## src/rtl/serial_image_transmitter_pkg.sv

```systemverilog
// Shared link constants and transmitter state encoding
// for the host-to-NN serial pixel link.
package nn_serial_pkg;

    typedef enum logic [2:0] {
        IDLE,
        FETCH,
        LOAD,
        LOW,
        HIGH,
        DONE
    } tx_state_t;

    localparam int NUM_PIXELS     = 784;
    localparam int PIXEL_WIDTH    = 16;
    localparam int SERIAL_CLK_DIV = 25;

endpackage

```

## src/rtl/serial_image_transmitter_if.sv

```systemverilog
// Control, pixel RAM and serial link signals of the
// image transmitter.
interface serial_image_transmitter_if #(
    parameter int dataWidth = 16,
    parameter int addrWidth = 10
) ();

    logic                 start;
    logic                 abort;
    logic [addrWidth-1:0] memAddr;
    logic [dataWidth-1:0] memRdData;
    logic                 serialClock;
    logic                 serialData;
    logic                 busy;
    logic                 done;

    modport master (
        input  start,
        input  abort,
        input  memRdData,
        output memAddr,
        output serialClock,
        output serialData,
        output busy,
        output done
    );

    modport slave (
        output start,
        output abort,
        output memRdData,
        input  memAddr,
        input  serialClock,
        input  serialData,
        input  busy,
        input  done
    );

endinterface

```

## src/rtl/serial_image_transmitter_bit_timer.sv

```systemverilog
// Half-period timer for the serial link clock:
// phaseEnd marks the last clk cycle of each half-period.
module serial_bit_timer #(
    parameter int clkDiv = 25
) (
    input  logic clk,
    input  logic reset,
    input  logic clear,
    output logic phaseEnd
);

    localparam int CW = $clog2(clkDiv + 1);
    localparam logic [CW-1:0] LAST = CW'(clkDiv - 1);

    logic [CW-1:0] r_divCnt;

    always_ff @(posedge clk or posedge reset) begin
        if (reset) begin
            r_divCnt <= '0;
        end else if (clear || phaseEnd) begin
            r_divCnt <= '0;
        end else begin
            r_divCnt <= r_divCnt + 1'b1;
        end
    end

    assign phaseEnd = (r_divCnt == LAST);

endmodule

```

## src/rtl/serial_image_transmitter.sv

```systemverilog
// Reads a pixel frame from synchronous RAM and sends it
// MSB first over the serialClock/serialData link.
module serial_image_transmitter
    import nn_serial_pkg::*;
#(
    parameter int numInputs = NUM_PIXELS,
    parameter int dataWidth = PIXEL_WIDTH,
    parameter int clkDiv    = SERIAL_CLK_DIV,
    parameter int addrWidth = $clog2(numInputs)
) (
    input logic clk,
    input logic reset,
    serial_image_transmitter_if.master bus
);

    localparam int BW = (dataWidth > 1) ? $clog2(dataWidth) : 1;

    tx_state_t            r_state;
    tx_state_t            w_next;
    logic [addrWidth-1:0] r_memAddr;
    logic [dataWidth-1:0] r_shift;
    logic [BW-1:0]        r_bitCnt;
    logic                 r_sclk;
    logic                 r_sdata;
    logic                 r_busy;
    logic                 r_done;
    logic                 w_phaseEnd;
    logic                 w_clear;
    logic                 w_lastBit;
    logic                 w_lastPix;
    logic                 w_abort;

    assign w_abort   = bus.abort && (r_state != IDLE);
    assign w_lastBit = (r_bitCnt == BW'(dataWidth - 1));
    assign w_lastPix = (r_memAddr == addrWidth'(numInputs - 1));
    assign w_clear   = !((r_state == LOW) || (r_state == HIGH));

    serial_bit_timer #(
        .clkDiv(clkDiv)
    ) u_timer (
        .clk     (clk),
        .reset   (reset),
        .clear   (w_clear),
        .phaseEnd(w_phaseEnd)
    );

    always_ff @(posedge clk or posedge reset) begin
        if (reset) begin
            r_state <= IDLE;
        end else begin
            r_state <= w_next;
        end
    end

    always_comb begin
        w_next = r_state;
        if (w_abort) begin
            w_next = IDLE;
        end else begin
            unique case (r_state)
                IDLE:  if (bus.start) w_next = FETCH;
                FETCH: w_next = LOAD;
                LOAD:  w_next = LOW;
                LOW:   if (w_phaseEnd) w_next = HIGH;
                HIGH: begin
                    if (w_phaseEnd) begin
                        if (!w_lastBit) w_next = LOW;
                        else if (!w_lastPix) w_next = FETCH;
                        else w_next = DONE;
                    end
                end
                DONE:    w_next = IDLE;
                default: w_next = IDLE;
            endcase
        end
    end

    // The shifter keeps the not-yet-sent bits left-aligned,
    // so the next bit to drive is always its MSB.
    always_ff @(posedge clk or posedge reset) begin
        if (reset) begin
            r_memAddr <= '0;
            r_shift   <= '0;
            r_bitCnt  <= '0;
            r_sclk    <= 1'b0;
            r_sdata   <= 1'b0;
            r_busy    <= 1'b0;
            r_done    <= 1'b0;
        end else begin
            r_done <= 1'b0;
            if (w_abort) begin
                r_memAddr <= '0;
                r_sclk    <= 1'b0;
                r_sdata   <= 1'b0;
                r_busy    <= 1'b0;
            end else begin
                unique case (r_state)
                    IDLE: begin
                        if (bus.start) begin
                            r_memAddr <= '0;
                            r_busy    <= 1'b1;
                        end
                    end
                    FETCH: r_sclk <= 1'b0;
                    LOAD: begin
                        r_shift  <= {bus.memRdData[dataWidth-2:0], 1'b0};
                        r_sdata  <= bus.memRdData[dataWidth-1];
                        r_bitCnt <= '0;
                    end
                    LOW: if (w_phaseEnd) r_sclk <= 1'b1;
                    HIGH: begin
                        if (w_phaseEnd) begin
                            r_sclk <= 1'b0;
                            if (!w_lastBit) begin
                                r_sdata  <= r_shift[dataWidth-1];
                                r_shift  <= r_shift << 1;
                                r_bitCnt <= r_bitCnt + 1'b1;
                            end else if (!w_lastPix) begin
                                r_memAddr <= r_memAddr + 1'b1;
                            end else begin
                                r_sdata <= 1'b0;
                            end
                        end
                    end
                    DONE: begin
                        r_done    <= 1'b1;
                        r_busy    <= 1'b0;
                        r_memAddr <= '0;
                    end
                    default: ;
                endcase
            end
        end
    end

    assign bus.memAddr     = r_memAddr;
    assign bus.serialClock = r_sclk;
    assign bus.serialData  = r_sdata;
    assign bus.busy        = r_busy;
    assign bus.done        = r_done;

endmodule
```

## src/flat_wrapper.sv

```systemverilog
// flat-port wrapper written by rule: the top's interface ports become plain ports
module serial_image_transmitter_flat import nn_serial_pkg::*;
#(
    parameter int numInputs = NUM_PIXELS,
    parameter int dataWidth = PIXEL_WIDTH,
    parameter int clkDiv    = SERIAL_CLK_DIV,
    parameter int addrWidth = $clog2(numInputs)
)
  (clk, reset, bus_start, bus_abort, bus_memRdData, bus_memAddr, bus_serialClock, bus_serialData, bus_busy, bus_done);
  serial_image_transmitter_if #(.dataWidth(dataWidth), .addrWidth(addrWidth)) bus_i ();
  input logic clk;
  input logic reset;
  input wire logic [$bits(bus_i.start)-1:0] bus_start;
  input wire logic [$bits(bus_i.abort)-1:0] bus_abort;
  input wire logic [$bits(bus_i.memRdData)-1:0] bus_memRdData;
  output wire logic [$bits(bus_i.memAddr)-1:0] bus_memAddr;
  output wire logic [$bits(bus_i.serialClock)-1:0] bus_serialClock;
  output wire logic [$bits(bus_i.serialData)-1:0] bus_serialData;
  output wire logic [$bits(bus_i.busy)-1:0] bus_busy;
  output wire logic [$bits(bus_i.done)-1:0] bus_done;
  assign bus_i.start = bus_start;
  assign bus_i.abort = bus_abort;
  assign bus_i.memRdData = bus_memRdData;
  assign bus_memAddr = bus_i.memAddr;
  assign bus_serialClock = bus_i.serialClock;
  assign bus_serialData = bus_i.serialData;
  assign bus_busy = bus_i.busy;
  assign bus_done = bus_i.done;
  serial_image_transmitter #(.numInputs(numInputs), .dataWidth(dataWidth), .clkDiv(clkDiv), .addrWidth(addrWidth)) u_core (.clk(clk), .reset(reset), .bus(bus_i));
endmodule
```

## config.mk

```make
export PLATFORM = sky130hd
export DESIGN_NAME = serial_image_transmitter_flat
export DESIGN_NICKNAME = d
export VERILOG_FILES = /design/src/rtl/serial_image_transmitter_pkg.sv /design/src/rtl/serial_image_transmitter_if.sv /design/src/rtl/serial_image_transmitter_bit_timer.sv /design/src/rtl/serial_image_transmitter.sv /design/src/flat_wrapper.sv
export SDC_FILE = /design/constraint.sdc
export NUM_CORES = 1
export LEC_CHECK = 0
export ABC_AREA = 0
export ABC_CLOCK_PERIOD_IN_PS = 5700
export BUFFER_PORTS_ARGS = -buffer_cell sky130_fd_sc_hd__buf_2
export CORE_ASPECT_RATIO = 0.75
export CORE_UTILIZATION = 39
export DETAILED_ROUTE_END_ITERATION = 7
export GPL_TIMING_DRIVEN = 0
export PLACE_DENSITY = 0.55
export SYNTH_ARGS = -nofsm -noshare
export SYNTH_HDL_FRONTEND = slang
export SYNTH_SLANG_ARGS = --single-unit
```

## constraint.sdc

```tcl
create_clock -name clk -period 5.7 [get_ports clk]
set_clock_uncertainty 0.15 [all_clocks]
set_input_delay 0.57 -clock clk [delete_from_list [all_inputs] [get_ports clk]]
set_output_delay 0.57 -clock clk [all_outputs]
set_load 0.05 [all_outputs]
```

==> impl_summary.log <==
INFO  metric wl_per_cell = 14.8 µm
INFO  metric timing.max_cap.violations = 0
INFO  metric grt_max_degree = 42
INFO  metric port_buffers = 32
INFO  metric run_status = complete, no violations
INFO  metric cts.clk_slew.worst_paths = 0.09 ns
INFO  metric dp.cells = 366
INFO  metric final_layout_size_suffix_gt1_share = 21.7%
INFO  metric synth_top_cells_by_area = sky130_fd_sc_hd__dfrtp_1 (44%), sky130_fd_sc_hd__nand2_1 (7.6%), sky130_fd_sc_hd__a31oi_1 (6.7%), sky130_fd_sc_hd__nor2_1 (4.5%), sky130_fd_sc_hd__o21ai_0 (4.5%)
INFO  metric path_category_of_the_worst_min_delay_check = in -> async
INFO  metric bufs_and_invs_on_worst_path = 2
INFO  metric worst_reg_to_reg_path_cell_count = 7
INFO  metric top_level_port_count = 34
INFO  metric first_global_vias = 1820
INFO  metric max_stage_delay = about 0.42 ns
INFO  metric area_enclosed_by_the_die_boundary = around 0.0063 mm²
INFO  metric clock_tree.htree_level_count = 2
INFO  metric syn_area_per_cell = around 9.0 µm²
INFO  metric post_cts.resized_instances = 0
INFO  metric final_hold_viol_count = 0
INFO  metric power_leakage = 1.26 nW
INFO  metric seq_area_frac_synth = around 44%
INFO  metric worstMarginPinSlew = 0.879 ns
INFO  metric initial_antenna_violation_count = 0
INFO  metric synth.largest_area_cell = sky130_fd_sc_hd__dfrtp_1
INFO  metric floorplan.rows = 23
INFO  metric grt_pass1_wl = ~9000 µm
INFO  metric post-dp-hpwl = 3830 µm
INFO  metric vias = about 2000
INFO  metric fin_nets = 322
INFO  metric layout.filler_cells = 547
INFO  metric rrSetupSlack = 3.40 ns
INFO  metric multi_input_comb_area = 0.00119 mm²
INFO  metric routabilityCongestion = 0.795
INFO  metric crit_path_arrival_time = ~2.3 ns
INFO  metric drt_iter0_markers = 100
INFO  metric critical_path.slowest_cell = sky130_fd_sc_hd__dfrtp_1
INFO  metric x_dimension_of_the_die = 91.1 µm
INFO  metric ctsHoldBuffers = 0
INFO  metric post_route_insts_no_fill = 374
INFO  metric synth_largest_type_area_fraction = 44.2%
INFO  metric cts_tree = done
INFO  metric worst_ep_required_time = 5.73 ns
INFO  metric tns = 0 ns
INFO  metric synth.ff_latch_count = 41
INFO  metric cts.sink_count = 41
INFO  metric final_common_cell = sky130_fd_sc_hd__nand2_1
INFO  metric timing.critical_path.cells = inv_1 > ha_1 > and4b_1 > buf_2 > a211oi_1 > a221oi_2 > mux2_2
INFO  metric yosys.cell_types.count = 47
INFO  metric crit_path_end_kind = flop
INFO  metric power-per-cell-area = 387 mW/mm²
INFO  metric crit_family = flip-flops
INFO  metric max_slew_margin = 41.3%
INFO  metric cts-buffers-inserted = 5
INFO  metric route.detailed.drc = 0
INFO  metric drtAntennaViolNets = 0
INFO  metric detail_route.wirelength = 5530 µm
INFO  metric synth_edf_count = 0
INFO  metric rsz_0062_raised_after_global_routing = no
INFO  metric yosysWarnings = 0
INFO  metric peakVddDrop = 267 µV
INFO  metric synth_cells = between 200 and 300
INFO  metric detail_route.vias_per_cell = 5.36
INFO  metric drt_first_pass_iters = 4
INFO  metric final_min_period_over_clock_period = between 40% and 50%
INFO  metric netlist_area = between 0.002 and 0.0025 mm²
INFO  metric worst-path-max-fanout = 10
INFO  metric end_of_the_worst_register_to_register_path = u_core.bus.serialData
INFO  metric synth_fp_nets = 283
INFO  metric clk_root_buffer_cell = sky130_fd_sc_hd__clkbuf_8
INFO  metric rr_startpoint = u_core.u_timer.r_divCnt[0]
INFO  metric global_route.overflow_total = 0
INFO  metric finalWorstPathRequiredPeriod = between 2 and 2.5 ns
INFO  metric grt_usage = 18.8%
INFO  metric floorplan.core_area = 0.00553 mm²
INFO  metric setup_viol = 0
INFO  metric startpoint_type = flop
INFO  metric criticalPathCategory = reg -> reg
INFO  metric antenna-diode-count = 0
INFO  metric hold_slack = 0.299 ns
INFO  metric report.final.slew_viol_count = 0
INFO  metric cts_setup_buffers = 0
INFO  metric synth-main-ff-cell = sky130_fd_sc_hd__dfrtp_1
INFO  metric max_freq = 434 MHz
INFO  metric clock_tree.buffer_depth = 2
INFO  metric floorplan.initialDensity = 42.1%
INFO  metric die-height = a little under 70 µm
INFO  metric layout_overhead_on_the_synthesized_area = 16.9%
INFO  metric worst_skew_pair.late_latency = 0.30 ns
INFO  metric regArea = 0.00103 mm²
INFO  metric async_flop_share = between 90% and 100%
INFO  metric most-common-layout-cells = sky130_fd_sc_hd__nand2_1 (47), sky130_fd_sc_hd__dfrtp_1 (41), sky130_fd_sc_hd__buf_2 (40), sky130_fd_sc_hd__nor2_1 (28), sky130_fd_sc_hd__a31oi_1 (25)
where the power goes:
group / internal (mW) / total, mW / switching (mW)
sequential: 0.368 / 0.414 / 0.0466
combinational: 0.125 / 0.346 / 0.221
clock: 0.177 / 0.290 / 0.114
logic make-up after synthesis:
family	after synthesis	share of synthesized area [%]
AND/OR/NAND/NOR	118	27.7
AO/OA/AOI/OAI	69	19.2
multiplexers	2	0.915
XOR/XNOR	3	1.13
flip-flops	41	44.2
buffers and inverters	22	4.79
adder cells (fa/ha/maj)	4	2.15
cell usage after synthesis, drive strengths merged, types with 2 or more instances:
master	instances
ha	4
a211oi	2
nand3	11
inv	8
nor3	6
xor2	2
a221oi	2
and3	5
nand2	47
o21ai	22
nand2b	3
a21oi	8
and2	3
dfrtp	41
a31oi	25
clkbuf	3
nor4	2
nor2	29
buf	11
nand4	3
nor4b	2
nor2b	4
o31ai	2
flip-flops by register name (all words and copies together), names as in the netlist:
name and count:
u_core.r_state 3, u_core.r_bitCnt 4, u_core.bus.busy 1, u_core.bus.serialClock 1
u_core.r_shift 15, u_core.bus.done 1, u_core.bus.serialData 1, u_core.bus.memAddr 10
u_core.u_timer.r_divCnt 5
routing by layer:
| layer | vias to the layer above | GRT usage [%] | routed length [µm] |
|---|---|---|---|
| met5 | - | 0 | 0 |
| met2 | 34 | 27.7 | 2260 |
| met3 | 4 | 3.73 | 178 |
| li1 | 1008 | - | - |
| met4 | 0 | 4.76 | 36 |
| met1 | 957 | 28.2 | 3050 |
layout make-up:
cell class,instances,area share (%)
clock inverters,3,2.53
inverters,8,1.11
repair buffers,32,5.90
multi-input cells,196,43.7
clock buffers,5,2.53
plain buffers,14,3.00
flip-flops and latches,41,37.8
well taps,75,3.46
worst reg2reg max path, stage by stage, from the launching register on:
cell	delay (ns)
sky130_fd_sc_hd__dfrtp_1	0.42
sky130_fd_sc_hd__inv_1	0.07
sky130_fd_sc_hd__ha_1	0.22
sky130_fd_sc_hd__and4b_1	0.35
sky130_fd_sc_hd__buf_2	0.28
sky130_fd_sc_hd__a211oi_1	0.12
sky130_fd_sc_hd__a221oi_2	0.22
sky130_fd_sc_hd__mux2_2	0.36
per-stage QoR:
stage	area, µm²	power (mW)	util [%]	setup WS [ns]
after floorplan	2320	0.681	-	3.46
after global placement	2580	0.759	46.6	3.40
after detailed placement	2580	0.765	46.6	3.47
after CTS	2720	1.06	49.1	3.42
after global routing	2720	1.12	49.1	3.26
final	2720	1.05	49.1	3.40
how the worst max path moves through the flow:
stage | cells past startpoint | from | endpoint
after floorplan | 5 | u_core.bus.memAddr[0] | u_core.bus.serialData
after global placement | 2 | reset | u_core.bus.serialClock
after detailed placement | 7 | u_core.u_timer.r_divCnt[0] | u_core.bus.serialData
after CTS | 7 | u_core.u_timer.r_divCnt[0] | u_core.bus.serialData
after global routing | 7 | u_core.u_timer.r_divCnt[0] | u_core.bus.serialData
final | 7 | u_core.u_timer.r_divCnt[0] | u_core.bus.serialData
(Power assumes the default switching activity.)
